`src/rtl/alu_datapath_if.sv`:
```
`default_nettype none
// +----------------------------------------------------------------------------+
// | Interface : alu_datapath_if                                                |
// | Purpose   : Bundles the instruction word, load/op strobes and the result / |
// |             status outputs of the ALU operand/execute stage.               |
// | Modports  : master - drives Datain, ldA/ldB and op strobes; observes       |
// |                      result, flags, busy, done and drop.                   |
// |             slave  - the datapath side (directions reversed).              |
// | Revision  : 1.0 - initial release                                          |
// +----------------------------------------------------------------------------+
interface alu_datapath_if #(
   parameter int OPW = 4
);
   localparam int DW = 2*OPW + 4;

   logic [DW-1:0]    Datain;
   logic             ldA;
   logic             ldB;
   logic             aCmp;
   logic             aAdd;
   logic             aSub;
   logic             aDiv;
   logic             aMul;
   logic [2*OPW-1:0] result;
   logic             eq;
   logic             lt;
   logic             gt;
   logic             carry;
   logic             dz;
   logic             busy;
   logic             done;
   logic             drop;

   modport master (
      output Datain, ldA, ldB, aCmp, aAdd, aSub, aDiv, aMul,
      input  result, eq, lt, gt, carry, dz, busy, done, drop
   );

   modport slave (
      input  Datain, ldA, ldB, aCmp, aAdd, aSub, aDiv, aMul,
      output result, eq, lt, gt, carry, dz, busy, done, drop
   );
endinterface
`default_nettype wire

```
`src/rtl/alu_datapath.sv`:
```
`default_nettype none
// +----------------------------------------------------------------------------+
// | Module    : alu_datapath                                                   |
// | Purpose   : Operand/execute stage of the ALU. Captures A/B from the        |
// |             instruction word and executes single-cycle cmp/add/sub and     |
// |             multi-cycle unsigned mul (shift-add) and div (restoring).      |
// | Ports     : clk   - clock, rising edge                                     |
// |             reset - asynchronous, active-low                               |
// |             bus   - alu_datapath_if.slave: Datain, ldA, ldB, aCmp, aAdd,   |
// |                     aSub, aDiv, aMul in; result, eq, lt, gt, carry, dz,    |
// |                     busy, done, drop out                                   |
// | Revision  : 1.0 - initial release                                          |
// +----------------------------------------------------------------------------+
module alu_datapath #(
   parameter int OPW = 4
) (
   input  wire logic          clk,
   input  wire logic          reset,
   alu_datapath_if.slave      bus
);
   localparam int DW = 2*OPW + 4;
   localparam int CW = $clog2(OPW + 1);

   typedef enum logic [1:0] {
      S_IDLE    = 2'd0,
      S_MUL_RUN = 2'd1,
      S_DIV_RUN = 2'd2
   } state_t;

   state_t             state_q, state_d;
   logic [OPW-1:0]     regA_q, regA_d;
   logic [OPW-1:0]     regB_q, regB_d;
   logic [2*OPW-1:0]   mcand_q, mcand_d;    // multiplicand, shifted left each step
   logic [OPW-1:0]     mplier_q, mplier_d;  // multiplier, consumed LSB first
   logic [2*OPW-1:0]   acc_q, acc_d;
   logic [OPW-1:0]     divsr_q, divsr_d;    // divisor captured at start
   logic [OPW-1:0]     dvd_q, dvd_d;        // dividend bits out on top, quotient bits in at bottom
   logic [OPW-1:0]     rem_q, rem_d;
   logic [CW-1:0]      cnt_q, cnt_d;
   logic [2*OPW-1:0]   result_q, result_d;
   logic               eq_q, eq_d, lt_q, lt_d, gt_q, gt_d;
   logic               carry_q, carry_d, dz_q, dz_d;
   logic               busy_q, busy_d, done_q, done_d, drop_q, drop_d;

   logic [OPW-1:0]     w_datA, w_datB;
   logic               w_any;
   logic [OPW:0]       w_sum;
   logic [OPW-1:0]     w_diff;
   logic [2*OPW-1:0]   w_acc_nxt;
   logic [OPW:0]       w_trial, w_trial_sub;
   logic               w_ge;
   logic [OPW-1:0]     w_rem_nxt, w_dvd_nxt;
   logic               w_unused_opcode;

   assign w_datA          = bus.Datain[DW-1 -: OPW];
   assign w_datB          = bus.Datain[DW-OPW-1 -: OPW];
   assign w_unused_opcode = ^bus.Datain[3:0];
   assign w_any           = bus.aCmp | bus.aAdd | bus.aSub | bus.aDiv | bus.aMul;

   assign w_sum  = {1'b0, regA_q} + {1'b0, regB_q};
   assign w_diff = regA_q - regB_q;

   // Shift-add step: add the shifted multiplicand when the current multiplier bit is set.
   assign w_acc_nxt = acc_q + (mplier_q[0] ? mcand_q : '0);

   // Restoring step: bring down the next dividend bit, subtract when it fits.
   // The partial remainder stays below the divisor, so the trial value fits OPW+1 bits.
   assign w_trial     = {rem_q, dvd_q[OPW-1]};
   assign w_trial_sub = w_trial - {1'b0, divsr_q};
   assign w_ge        = (w_trial >= {1'b0, divsr_q});
   assign w_rem_nxt   = w_ge ? w_trial_sub[OPW-1:0] : w_trial[OPW-1:0];
   assign w_dvd_nxt   = {dvd_q[OPW-2:0], w_ge};

   always_comb begin
      state_d  = state_q;
      regA_d   = regA_q;
      regB_d   = regB_q;
      mcand_d  = mcand_q;
      mplier_d = mplier_q;
      acc_d    = acc_q;
      divsr_d  = divsr_q;
      dvd_d    = dvd_q;
      rem_d    = rem_q;
      cnt_d    = cnt_q;
      result_d = result_q;
      eq_d     = eq_q;
      lt_d     = lt_q;
      gt_d     = gt_q;
      carry_d  = carry_q;
      dz_d     = dz_q;
      busy_d   = busy_q;
      done_d   = 1'b0;
      drop_d   = 1'b0;

      // Operand loads are independent of the FSM; running ops use their own copies.
      if (bus.ldA) regA_d = w_datA;
      if (bus.ldB) regB_d = w_datB;

      case (state_q)
         S_IDLE: begin
            if (bus.aCmp) begin
               eq_d     = (regA_q == regB_q);
               lt_d     = (regA_q <  regB_q);
               gt_d     = (regA_q >  regB_q);
               result_d = '0;
               done_d   = 1'b1;
            end else if (bus.aAdd) begin
               result_d = {{(OPW-1){1'b0}}, w_sum};
               carry_d  = w_sum[OPW];
               done_d   = 1'b1;
            end else if (bus.aSub) begin
               result_d = {{OPW{1'b0}}, w_diff};
               carry_d  = (regA_q < regB_q);
               done_d   = 1'b1;
            end else if (bus.aDiv) begin
               if (regB_q == '0) begin
                  result_d = {regA_q, {OPW{1'b1}}};
                  dz_d     = 1'b1;
                  done_d   = 1'b1;
               end else begin
                  divsr_d = regB_q;
                  dvd_d   = regA_q;
                  rem_d   = '0;
                  cnt_d   = CW'(OPW);
                  dz_d    = 1'b0;
                  busy_d  = 1'b1;
                  state_d = S_DIV_RUN;
               end
            end else if (bus.aMul) begin
               mcand_d  = {{OPW{1'b0}}, regA_q};
               mplier_d = regB_q;
               acc_d    = '0;
               cnt_d    = CW'(OPW);
               busy_d   = 1'b1;
               state_d  = S_MUL_RUN;
            end
         end

         S_MUL_RUN: begin
            drop_d   = w_any;
            acc_d    = w_acc_nxt;
            mcand_d  = {mcand_q[2*OPW-2:0], 1'b0};
            mplier_d = {1'b0, mplier_q[OPW-1:1]};
            cnt_d    = cnt_q - CW'(1);
            if (cnt_q == CW'(1)) begin
               result_d = w_acc_nxt;
               busy_d   = 1'b0;
               done_d   = 1'b1;
               state_d  = S_IDLE;
            end
         end

         S_DIV_RUN: begin
            drop_d = w_any;
            rem_d  = w_rem_nxt;
            dvd_d  = w_dvd_nxt;
            cnt_d  = cnt_q - CW'(1);
            if (cnt_q == CW'(1)) begin
               result_d = {w_rem_nxt, w_dvd_nxt};
               busy_d   = 1'b0;
               done_d   = 1'b1;
               state_d  = S_IDLE;
            end
         end

         default: begin
            state_d = S_IDLE;
            busy_d  = 1'b0;
         end
      endcase
   end

   always_ff @(posedge clk or negedge reset) begin
      if (!reset) begin
         state_q  <= S_IDLE;
         regA_q   <= '0;
         regB_q   <= '0;
         mcand_q  <= '0;
         mplier_q <= '0;
         acc_q    <= '0;
         divsr_q  <= '0;
         dvd_q    <= '0;
         rem_q    <= '0;
         cnt_q    <= '0;
         result_q <= '0;
         eq_q     <= 1'b0;
         lt_q     <= 1'b0;
         gt_q     <= 1'b0;
         carry_q  <= 1'b0;
         dz_q     <= 1'b0;
         busy_q   <= 1'b0;
         done_q   <= 1'b0;
         drop_q   <= 1'b0;
      end else begin
         state_q  <= state_d;
         regA_q   <= regA_d;
         regB_q   <= regB_d;
         mcand_q  <= mcand_d;
         mplier_q <= mplier_d;
         acc_q    <= acc_d;
         divsr_q  <= divsr_d;
         dvd_q    <= dvd_d;
         rem_q    <= rem_d;
         cnt_q    <= cnt_d;
         result_q <= result_d;
         eq_q     <= eq_d;
         lt_q     <= lt_d;
         gt_q     <= gt_d;
         carry_q  <= carry_d;
         dz_q     <= dz_d;
         busy_q   <= busy_d;
         done_q   <= done_d;
         drop_q   <= drop_d;
      end
   end

   assign bus.result = result_q;
   assign bus.eq     = eq_q;
   assign bus.lt     = lt_q;
   assign bus.gt     = gt_q;
   assign bus.carry  = carry_q;
   assign bus.dz     = dz_q;
   assign bus.busy   = busy_q;
   assign bus.done   = done_q;
   assign bus.drop   = drop_q;

endmodule
`default_nettype wire
```
`src/flat_wrapper.sv`:
```
// flat-port wrapper written by rule: the top's interface ports become plain ports
module alu_datapath_flat 
#(
   parameter int OPW = 4
)
  (clk, reset, bus_Datain, bus_ldA, bus_ldB, bus_aCmp, bus_aAdd, bus_aSub, bus_aDiv, bus_aMul, bus_result, bus_eq, bus_lt, bus_gt, bus_carry, bus_dz, bus_busy, bus_done, bus_drop);
  alu_datapath_if #(.OPW(OPW)) bus_i ();
  input  wire logic clk;
  input  wire logic reset;
  input wire logic [$bits(bus_i.Datain)-1:0] bus_Datain;
  input wire logic [$bits(bus_i.ldA)-1:0] bus_ldA;
  input wire logic [$bits(bus_i.ldB)-1:0] bus_ldB;
  input wire logic [$bits(bus_i.aCmp)-1:0] bus_aCmp;
  input wire logic [$bits(bus_i.aAdd)-1:0] bus_aAdd;
  input wire logic [$bits(bus_i.aSub)-1:0] bus_aSub;
  input wire logic [$bits(bus_i.aDiv)-1:0] bus_aDiv;
  input wire logic [$bits(bus_i.aMul)-1:0] bus_aMul;
  output wire logic [$bits(bus_i.result)-1:0] bus_result;
  output wire logic [$bits(bus_i.eq)-1:0] bus_eq;
  output wire logic [$bits(bus_i.lt)-1:0] bus_lt;
  output wire logic [$bits(bus_i.gt)-1:0] bus_gt;
  output wire logic [$bits(bus_i.carry)-1:0] bus_carry;
  output wire logic [$bits(bus_i.dz)-1:0] bus_dz;
  output wire logic [$bits(bus_i.busy)-1:0] bus_busy;
  output wire logic [$bits(bus_i.done)-1:0] bus_done;
  output wire logic [$bits(bus_i.drop)-1:0] bus_drop;
  assign bus_i.Datain = bus_Datain;
  assign bus_i.ldA = bus_ldA;
  assign bus_i.ldB = bus_ldB;
  assign bus_i.aCmp = bus_aCmp;
  assign bus_i.aAdd = bus_aAdd;
  assign bus_i.aSub = bus_aSub;
  assign bus_i.aDiv = bus_aDiv;
  assign bus_i.aMul = bus_aMul;
  assign bus_result = bus_i.result;
  assign bus_eq = bus_i.eq;
  assign bus_lt = bus_i.lt;
  assign bus_gt = bus_i.gt;
  assign bus_carry = bus_i.carry;
  assign bus_dz = bus_i.dz;
  assign bus_busy = bus_i.busy;
  assign bus_done = bus_i.done;
  assign bus_drop = bus_i.drop;
  alu_datapath #(.OPW(OPW)) u_core (.clk(clk), .reset(reset), .bus(bus_i));
endmodule
```
`config.mk`:
```
export PLATFORM = sky130hd
export DESIGN_NAME = alu_datapath_flat
export DESIGN_NICKNAME = d
export VERILOG_FILES = /design/src/rtl/alu_datapath_if.sv /design/src/rtl/alu_datapath.sv /design/src/flat_wrapper.sv
export SDC_FILE = /design/constraint.sdc
export NUM_CORES = 1
export LEC_CHECK = 0
export ABC_AREA = 1
export BUFFER_PORTS_ARGS = -buffer_cell sky130_fd_sc_hd__buf_4
export CORE_MARGIN = 2
export CORE_UTILIZATION = 28
export CTS_CLUSTER_SIZE = 30
export DETAILED_ROUTE_END_ITERATION = 7
export HOLD_SLACK_MARGIN = 0.1
export PLACE_DENSITY = 0.51
export REMOVE_ABC_BUFFERS = 1
export SYNTH_ARGS = -nofsm -noshare
export SYNTH_HDL_FRONTEND = slang
export SYNTH_SLANG_ARGS = --single-unit
```
`constraint.sdc`:
```
create_clock -name clk -period 1.91 [get_ports clk]
set_input_delay 0.2865 -clock clk [delete_from_list [all_inputs] [get_ports clk]]
set_output_delay 0.2865 -clock clk [all_outputs]
set_load 0.02 [all_outputs]
```
; Yosys cells after proc, flatten, opt, wreduce, memory -nomap -nowiden
; Index checks and enable logic that the tools add are counted.
[totals]
in_bits = 21
elab_cells = 143
register_bits = 61
out_inout_bits = 16
[classes]
n_mux = 73
eq_ne = 18
order_cmp = 3
addsub = 5
n_bitwise = 8
n_reduce_logical = 17
[op_table]
columns = op, count
row1 = $mux W8, 18
row2 = $mux W4, 16
row3 = $pmux W8 S2, 2
row4 = $reduce_and A6 Y1, 5
row5 = $pmux W4 S2, 3
row6 = $pmux W8 S3, 1
row7 = $mux W3, 6
row8 = $mux W1, 16
row9 = $mux W2, 7
row10 = $ne A2 B2 Y1 const B, 7
row11 = $reduce_and A5 Y1, 2
row12 = $add A8 B8 Y8, 1
row13 = $reduce_bool A2 Y1, 4
row14 = $sub A4 B4 Y4, 2
row15 = $ne A2 B1 Y1 const B, 3
row16 = $ne A3 B3 Y1 const B, 2
row17 = $pmux W3 S2, 1
row18 = $add A4 B4 Y5, 1
row19 = $ge A5 B4 Y1, 1
row20 = $ne A5 B4 Y1 const B, 1
row21 = $ne A5 B5 Y1 const B, 1
row22 = $eq A4 B4 Y1, 1
row23 = $gt A4 B4 Y1, 1
row24 = $logic_not A4 Y1, 1
row25 = other kinds (14), 21

; Logic depth before layout (Yosys ltp)
; Gate-level depths: netlist of the first run.
[depth]
ltp_word = 7
depth_mapped = 13

; Worst setup path after synthesis of the first run
; Ideal clock, no wire load.
[synth_timing]
path_type = reg-to-reg
start = reg u_core.regB_q[0]
end = reg u_core.carry_q (netlist: u_core.bus.carry)
path_slack_ps = 71
path_buffers = 0
arrival_time_ps = 1715
required_ps = 1785
stages_incl_launch_ff = 10
period_less_slack_ps = 1839
cell_sequence = dfrtp_1 -> ha_1 -> fa_1 -> inv_1 -> nor2_1 -> nor2_1 -> nor2_1 -> o21ai_0 -> o21ai_0 -> mux2_2
[synth_between]
elab_chain_cells = 3
elab_cells_between_ends = 4
classes_between = 1 x add/sub / 1 x order compare / 2 x mux
[synth_rtl]
columns = element, line
row1 = "start, declared", alu_datapath.sv:32  ; logic [OPW-1:0] regB_q, regB_d;
row2 = "start signal, assigned", alu_datapath.sv:197  ; regB_q <= regB_d;
row3 = $lt A4 B4 Y1, alu_datapath.sv:113  ; carry_d = (regA_q < regB_q);
row4 = $mux W1, alu_datapath.sv:111  ; end else if (bus.aSub) begin
row5 = $mux W1 (*), alu_datapath.sv:107  ; end else if (bus.aAdd) begin
row6 = "end signal, assigned", alu_datapath.sv:209  ; carry_q <= carry_d;
row7 = "end, declared", alu_datapath.sv:42  ; logic carry_q, carry_d, dz_q, dz_d;
; Mark *: on every way between the ends. The rest lies on a longest branch, timed or not. The select of a mux whose other input is x is not followed.
; A chain may end at the register's enable or synchronous reset.

; Worst setup path after layout of the first run
; Same ends and word-level chain as after synthesis.

==> flow_summary.rst, run 1 <==
.. list-table::
   :header-rows: 1

   * - Metric
     - Value
   * - Yosys reg bits
     - 61
   * - Hold Path Cell Cnt
     - 3
   * - Hold/Removal Path Class
     - in -> reg
   * - Number of DRC markers in iteration 0
     - 148
   * - Level count of the clock H-tree
     - 3
   * - Die ar.
     - 0.0145 sq mm
   * - Count of inserted antenna diode cells
     - 0
   * - Hold wc startpoint
     - bus_Datain[9]
   * - Vias in the first global route
     - 3367
   * - Maximum number of pins on one net before global-route repair
     - 39
   * - Nets
     - 607
   * - Die Span X
     - 120 um
   * - Grt met2 use
     - 0.237
   * - CTS sink count
     - 61
   * - Prevailing post-synth register cell
     - sky130_fd_sc_hd__dfrtp_1
   * - Hold_ws
     - 159 ps
   * - Met3 track demand over resource
     - 0.0434
   * - Area used by multi-input combinational logic
     - 0.00213 sq mm
   * - Setup repair after global routing missed its margin
     - true
   * - Gate count of the mapped netlist
     - 479
   * - Final Routed Wirelength
     - 9900 um
   * - Total number of vias
     - 3354
   * - Initial core utilization
     - 0.286
   * - Post-Syn Area per Cell
     - 7.90 sq um
   * - Async set-or-reset flop fraction in the synthesized netlist
     - 1.00
   * - Wire length of the first global-routing pass
     - 16700 um
   * - Core area
     - 0.0132 sq mm
   * - Category of the worst setup path capture point
     - flop
   * - Remaining routing DRC violations
     - 0
   * - Input/output buffers
     - 32
   * - Die Ht
     - 120 um
   * - Startpoint of the lowest-slack register-to-register path
     - u_core.regB_q[0]
   * - Final Core Density
     - 0.383
   * - Leakage dissipation
     - 2.51 nW
   * - Number of antenna violations at the first check in global routing
     - 0
   * - Max-slew headroom at the worst pin
     - 0.713
   * - Number of max-slew violations in the final report
     - 0
   * - Capture point of the worst reg-to-reg path
     - u_core.bus.carry
   * - Cts bufs inserted
     - 9
   * - Global route hottest layer
     - met2
   * - Final worst clock skew
     - 8.64 ps
   * - Share of post-route cells with drive strength above 1
     - 0.283
   * - Maximum clock rate
     - 0.530 GHz
   * - Sum of net half-perimeters after detailed placement
     - 7580 um
   * - Layout overhead on the synthesized area
     - 34.0%
   * - Required time at the worst-slack endpoint
     - 2130 ps
   * - Grt total ovfl
     - 0
   * - R2r setup slk
     - 20 ps
   * - Run status
     - finished, final reports clean
   * - Longest Clk Path Bufs
     - 2
   * - Number of placement rows
     - 42
   * - Final worst-path cycle share
     - 0.987
   * - Met1 Usage GRT
     - 0.197
   * - Data arrival time of the critical path
     - 2110 ps
   * - Path depth of the worst reg2reg path
     - 6
   * - Global-route total usage across every layer
     - 0.149
   * - Clock transition at the registers of the reported paths
     - 50 ps
   * - Synth cell types
     - 36
   * - Pre-Repair DR Iteration Count
     - 4
   * - Count of fill cells added during filler insertion
     - 1375
   * - Final number of setup-violating endpoints
     - 0
   * - Actual slew at the worst max-slew pin
     - 428 ps
   * - Yosys warning count
     - 0
   * - Summed instance area of the synthesized netlist
     - 0.00378 sq mm
   * - Category of the most critical setup path
     - reg -> reg
   * - Clk_lat worst skew
     - 340 ps
   * - TritonCTS clock tree
     - yes
   * - Sum of negative setup slack
     - 0 ps
   * - Cell Pwr Density
     - 1600 mW/mm^2
   * - Boundary pin count
     - 37
   * - Mean number of vias per cell
     - 4.54
   * - Post-DRT Antenna Nets
     - 0
   * - Peak supply drop
     - 827 uV
   * - Seq/Total Area, Yosys
     - 0.404
   * - Number of enable flip-flop cells after synthesis
     - 0
   * - Destination of the worst hold path
     - u_core.regA_q[1]
   * - Worst-path fanout max
     - 4
   * - Minimum clock period after layout
     - 1890 ps
   * - CTS Root Buffer Type
     - sky130_fd_sc_hd__clkbuf_16
   * - Count of max-cap constraint violations
     - 0
   * - Area occupied by registers
     - 0.00153 sq mm
   * - RePlAce Congestion
     - 0.850
   * - Final count of hold timing violations
     - 0
   * - Sort of element at the start of the critical path
     - flop
   * - Avg WL per Cell
     - 13.4 um
-- cell type report --
cell class | instances | area share
Clock buffer | 12 | 0.0526
Clock inverter | 4 | 0.00889
Inverter | 70 | 0.0523
Multi-Input combinational cell | 337 | 0.420
Sequential cell | 61 | 0.301
Tap cell | 176 | 0.0434
Timing Repair Buffer | 78 | 0.122
-- flip-flops by register name (all words and copies together), names as in the netlist --
register,flops
u_core.acc_q,8
u_core.bus.busy,1
u_core.bus.carry,1
u_core.bus.done,1
u_core.bus.drop,1
u_core.bus.dz,1
u_core.bus.eq,1
u_core.bus.gt,1
u_core.bus.lt,1
u_core.bus.result,8
u_core.cnt_q,3
u_core.divsr_q,4
u_core.dvd_q,4
u_core.mcand_q,8
u_core.mplier_q,4
u_core.regA_q,4
u_core.regB_q,4
u_core.rem_q,4
u_core.state_q,2
-- worst max-delay path, stage by stage (launching register included) --
cell	delay, ps
sky130_fd_sc_hd__dfrtp_1	380
sky130_fd_sc_hd__buf_4	160
sky130_fd_sc_hd__ha_1	220
sky130_fd_sc_hd__fa_2	380
sky130_fd_sc_hd__o31ai_4	270
sky130_fd_sc_hd__o21ai_0	100
sky130_fd_sc_hd__mux2_2	260
-- per-stage QoR --
step	power, mW	area (sq um)	std cells	worst slack, ps
after global placement	5.98	4520	720	-63.4
after detailed placement	6.03	4520	720	-67.2
after floorplan	4.56	3710	468	-59.4
after global routing	8.81	5070	738	-58.8
after CTS	7.85	4890	737	4.94
final	8.12	5070	738	23.9
-- kinds of logic (layout without fill, tap and decap cells) --
kind of cell	after synthesis	in the layout	synth area share
XOR/XNOR	3	3	0.00695
multiplexers	3	3	0.00893
flip-flops	61	61	0.404
AO/OA/AOI/OAI	90	90	0.149
AND/OR/NAND/NOR	212	212	0.238
buffers and inverters	81	164	0.0903
adder cells (fa/ha/maj)	29	29	0.104
-- layout by cell type, fill, tap and decap left out, types with 6 or more instances in the layout --
master / instances
sky130_fd_sc_hd__nand2_1: 131
sky130_fd_sc_hd__buf_4: 74
sky130_fd_sc_hd__inv_1: 65
sky130_fd_sc_hd__dfrtp_1: 60
sky130_fd_sc_hd__nor2_1: 28
sky130_fd_sc_hd__o21ai_0: 25
sky130_fd_sc_hd__nand3_1: 19
sky130_fd_sc_hd__a21oi_1: 18
sky130_fd_sc_hd__ha_1: 17
sky130_fd_sc_hd__o21ai_1: 11
sky130_fd_sc_hd__clkbuf_16: 9
sky130_fd_sc_hd__nand2_2: 8
sky130_fd_sc_hd__o31ai_1: 8
sky130_fd_sc_hd__o21ai_2: 8
sky130_fd_sc_hd__nand3_2: 7
sky130_fd_sc_hd__ha_4: 7
sky130_fd_sc_hd__a21oi_2: 6
-- where the power goes --
group / switching [mW] / internal [mW] / total, mW
Clock: 0.585 / 1.11 / 1.69
Combinational: 2.44 / 1.80 / 4.25
Sequential: 0.363 / 1.81 / 2.18
-- synth_stat cells (2+ instances only) --
master	instances	area, sq um
sky130_fd_sc_hd__a21oi_1	23	115
sky130_fd_sc_hd__a31oi_1	2	12.5
sky130_fd_sc_hd__a31oi_2	3	37.5
sky130_fd_sc_hd__buf_2	4	20.0
sky130_fd_sc_hd__buf_4	3	22.5
sky130_fd_sc_hd__clkbuf_1	2	7.51
sky130_fd_sc_hd__dfrtp_1	61	1530
sky130_fd_sc_hd__fa_1	4	80.1
sky130_fd_sc_hd__ha_1	25	313
sky130_fd_sc_hd__inv_1	67	251
sky130_fd_sc_hd__inv_2	2	7.51
sky130_fd_sc_hd__mux2_2	3	33.8
sky130_fd_sc_hd__nand2_1	140	526
sky130_fd_sc_hd__nand2_4	2	22.5
sky130_fd_sc_hd__nand3_1	24	120
sky130_fd_sc_hd__nand3_2	2	20.0
sky130_fd_sc_hd__nand3b_1	3	22.5
sky130_fd_sc_hd__nand4_1	5	31.3
sky130_fd_sc_hd__nor2_1	31	116
sky130_fd_sc_hd__nor2_2	2	12.5
sky130_fd_sc_hd__nor2_4	2	22.5
sky130_fd_sc_hd__o211ai_1	5	37.5
sky130_fd_sc_hd__o21ai_0	29	145
sky130_fd_sc_hd__o21ai_1	9	45.0
sky130_fd_sc_hd__o21ai_2	6	52.6
sky130_fd_sc_hd__o31ai_1	9	67.6
sky130_fd_sc_hd__xor2_1	2	17.5
-- how the worst max path moves through the flow --
stage                            startpoint                  to  cells after the start
after floorplan           u_core.state_q[1]  u_core.mplier_q[0]                      8
after global placement     u_core.regB_q[0]    u_core.bus.carry                      6
after detailed placement   u_core.regB_q[0]    u_core.bus.carry                      9
after CTS                  u_core.regB_q[0]    u_core.bus.carry                      9
after global routing       u_core.regB_q[0]    u_core.bus.carry                      9
final                      u_core.regB_q[0]    u_core.bus.carry                      6
-- routing by layer --
metal,vias up,share of wire
met5,-,0
met3,13,0.033
met1,1586,0.48
met4,0,0.017
li1,1708,-
met2,47,0.47
-- repair_timing --
action	in CTS	in global routing
resized for setup	9	40
pin swaps	0	12
setup endpoints to repair	5	19
hold buffers	1	0
endpoints found under the hold margin	23	0
buffers inserted	0	1
No activity file was read; power rests on OpenSTA's default activity.
==> run 2, diff against run 1 <==
Settings changed: MAX_ROUTING_LAYER set to met4.
==> run 2 against run 1 <==
Net effect: hold slack better by 5.5 ps; total power shrank 0.45%; die area unchanged; largest cell class unchanged; critical path depth rose by 2; first-iteration DRC count increased by 11%.
==> flow_summary.rst, run 2 (synthesized netlist as in run 1, its figures left out) <==
.. list-table::
   :header-rows: 1

   * - Metric
     - Value
   * - Number of max-slew violations in the final report
     - 0 (unchanged)
   * - Share of post-route cells with drive strength above 1
     - 0.295 (was 0.283)
   * - Sort of element at the start of the critical path
     - flop (unchanged)
   * - Setup repair after global routing missed its margin
     - true (unchanged)
   * - Hold_ws
     - 164 ps (was 159 ps)
   * - Clock transition at the registers of the reported paths
     - 50 ps (about the same)
   * - Initial core utilization
     - 0.286 (unchanged)
   * - Final Core Density
     - 0.382 (was 0.383)
   * - Maximum clock rate
     - 0.542 GHz (was 0.530 GHz)
   * - Category of the most critical setup path
     - reg -> reg (unchanged)
   * - Boundary pin count
     - 37 (unchanged)
   * - Cts bufs inserted
     - 9 (unchanged)
   * - Run status
     - finished, final reports clean (unchanged)
   * - Sum of net half-perimeters after detailed placement
     - 7560 um (was 7580 um)
   * - CTS sink count
     - 61 (unchanged)
   * - Cell Pwr Density
     - 1600 mW/mm^2 (about the same)
   * - Pre-Repair DR Iteration Count
     - 4 (unchanged)
   * - Post-DRT Antenna Nets
     - 0 (unchanged)
   * - Nets
     - 605 (was 607)
   * - Input/output buffers
     - 32 (unchanged)
   * - Number of DRC markers in iteration 0
     - 164 (was 148)
   * - Required time at the worst-slack endpoint
     - 2160 ps (was 2130 ps)
   * - Number of non-filler instances in the completed layout
     - 736 (was 738)
   * - Most frequent cells in the layout
     - 131 x sky130_fd_sc_hd__nand2_1, 72 x sky130_fd_sc_hd__buf_4, 61 x sky130_fd_sc_hd__inv_1 (was 131 x sky130_fd_sc_hd__nand2_1, 74 x sky130_fd_sc_hd__buf_4, 65 x sky130_fd_sc_hd__inv_1)
   * - Maximum number of pins on one net before global-route repair
     - 36 (was 39)
   * - Longest Clk Path Bufs
     - 2 (unchanged)
   * - Category of the worst setup path capture point
     - flop (unchanged)
   * - Final count of hold timing violations
     - 0 (unchanged)
   * - Count of inserted antenna diode cells
     - 0 (unchanged)
   * - Global-route total usage across every layer
     - 0.154 (was 0.149)
   * - Hold/Removal Path Class
     - in -> reg (unchanged)
   * - Die ar.
     - 0.0145 sq mm (unchanged)
   * - Clk_lat worst skew
     - 330 ps (was 340 ps)
   * - Final Routed Wirelength
     - 10000 um (was 9900 um)
   * - Minimum clock period after layout
     - 1840 ps (was 1890 ps)
   * - Max-slew headroom at the worst pin
     - 0.723 (was 0.713)
   * - Final worst-path cycle share
     - 0.965 (was 0.987)
   * - Data arrival time of the critical path
     - 2100 ps (was 2110 ps)
   * - Peak supply drop
     - 564 uV (was 827 uV)
   * - Count of max-cap constraint violations
     - 0 (unchanged)
   * - Level count of the clock H-tree
     - 3 (unchanged)
   * - Sum of negative setup slack
     - 0 ps (unchanged)
   * - Avg WL per Cell
     - 13.6 um (was 13.4 um)
   * - Die Ht
     - 120 um (unchanged)
   * - Tot Pwr
     - 8.08 mW (was 8.12 mW)
   * - Remaining routing DRC violations
     - 0 (unchanged)
   * - TritonCTS clock tree
     - yes (unchanged)
   * - CTS Root Buffer Type
     - sky130_fd_sc_hd__clkbuf_16 (unchanged)
   * - Layout overhead on the synthesized area
     - 33.9% (was 34.0%)
   * - Leakage dissipation
     - 2.48 nW (was 2.51 nW)
   * - Mean number of vias per cell
     - 4.56 (was 4.54)
   * - RePlAce Congestion
     - 0.849 (was 0.850)
   * - Wire length of the first global-routing pass
     - 16800 um (was 16700 um)
   * - Final number of setup-violating endpoints
     - 0 (unchanged)
   * - Total number of vias
     - 3358 (was 3354)
   * - Most common cell after layout, fill and taps aside
     - sky130_fd_sc_hd__nand2_1 (unchanged)
   * - Worst-path fanout max
     - 5 (was 4)
   * - Cell count after placement
     - 718 (was 720)
   * - Core area
     - 0.0132 sq mm (unchanged)
   * - Number of antenna violations at the first check in global routing
     - 0 (unchanged)
   * - Grt total ovfl
     - 0 (unchanged)
   * - Number of placement rows
     - 42 (unchanged)
   * - Actual slew at the worst max-slew pin
     - 415 ps (was 428 ps)
   * - Die Span X
     - 120 um (unchanged)
   * - Vias in the first global route
     - 3318 (was 3367)
   * - Final worst clock skew
     - 6.37 ps (was 8.64 ps)
run 2: cell count changes in the layout (fill, tap and decap cells not counted), moves of 3 or more:
cell / change
sky130_fd_sc_hd__inv_1: -4
sky130_fd_sc_hd__a21oi_2: +3
sky130_fd_sc_hd__inv_2: +3
sky130_fd_sc_hd__a21oi_1: -3
run 2: worst max-delay path, stage by stage (launching register included):
cell and delay (ps):
sky130_fd_sc_hd__dfrtp_2 450, sky130_fd_sc_hd__nand2_2 90, sky130_fd_sc_hd__inv_2 50, sky130_fd_sc_hd__ha_4 160, sky130_fd_sc_hd__fa_2 520, sky130_fd_sc_hd__inv_1 60
sky130_fd_sc_hd__o21ai_0 200, sky130_fd_sc_hd__nand2_1 80, sky130_fd_sc_hd__a31oi_1 170
run 2: final cells by class:
cell class / count / area (sq um)
sequential: 61 / 1530
clock buffer: 12 / 246
fill: 1382 / 8180
inverter: 70 / 268
timing repair buffer: 76 / 602
tap: 176 / 220
clock inverter: 4 / 47.5
multi-input combinational: 337 / 2150
run 2: worst paths after layout:
| kind | from | end | slack (ps) | depth (start not counted) |
|---|---|---|---|---|
| hold / removal | bus_Datain[9] | u_core.regA_q[1] | 160 | 3 |
| setup reg to reg | u_core.mplier_q[0] | u_core.bus.result[1] | 70 | 8 |
| max in group asynchronous | reset | u_core.regB_q[1] | 940 | 3 |
| setup / recovery | u_core.mplier_q[0] | u_core.bus.result[1] | 70 | 8 |
| min in group asynchronous | reset | u_core.acc_q[6] | 430 | 2 |
| hold reg to reg | u_core.bus.gt | u_core.bus.gt | 480 | 2 |
run 2: layer usage:
metal	up-vias	wire length, um	GRT usage
met1	1584	4680	0.195
li1	1709	-	-
met3	8	370	0.0415
met4	0	125	0.0458
met5	-	0	-
met2	57	4850	0.243
run 2: report_power, final:
part | total (mW) | internal, mW | switching, mW
clock network | 1.62 | 1.04 | 0.576
registers | 2.19 | 1.81 | 0.373
logic | 4.28 | 1.83 | 2.45
run 2: timing repair:
action,CTS,global route
hold buffers,1,0
endpoints found under the hold margin,26,0
pin swaps,0,19
setup buffers,0,1
gates resized for setup,9,53
endpoints found under the setup margin,6,38
run 2: per-stage QoR:
| step | worst slack (ps) | area [sq um] |
|---|---|---|
| after floorplan | -59.4 | 3710 |
| after global placement | -65.4 | 4510 |
| after detailed placement | -68.6 | 4510 |
| after CTS | -9.03 | 4840 |
| after global routing | -56.1 | 5060 |
| final | 66.6 | 5060 |
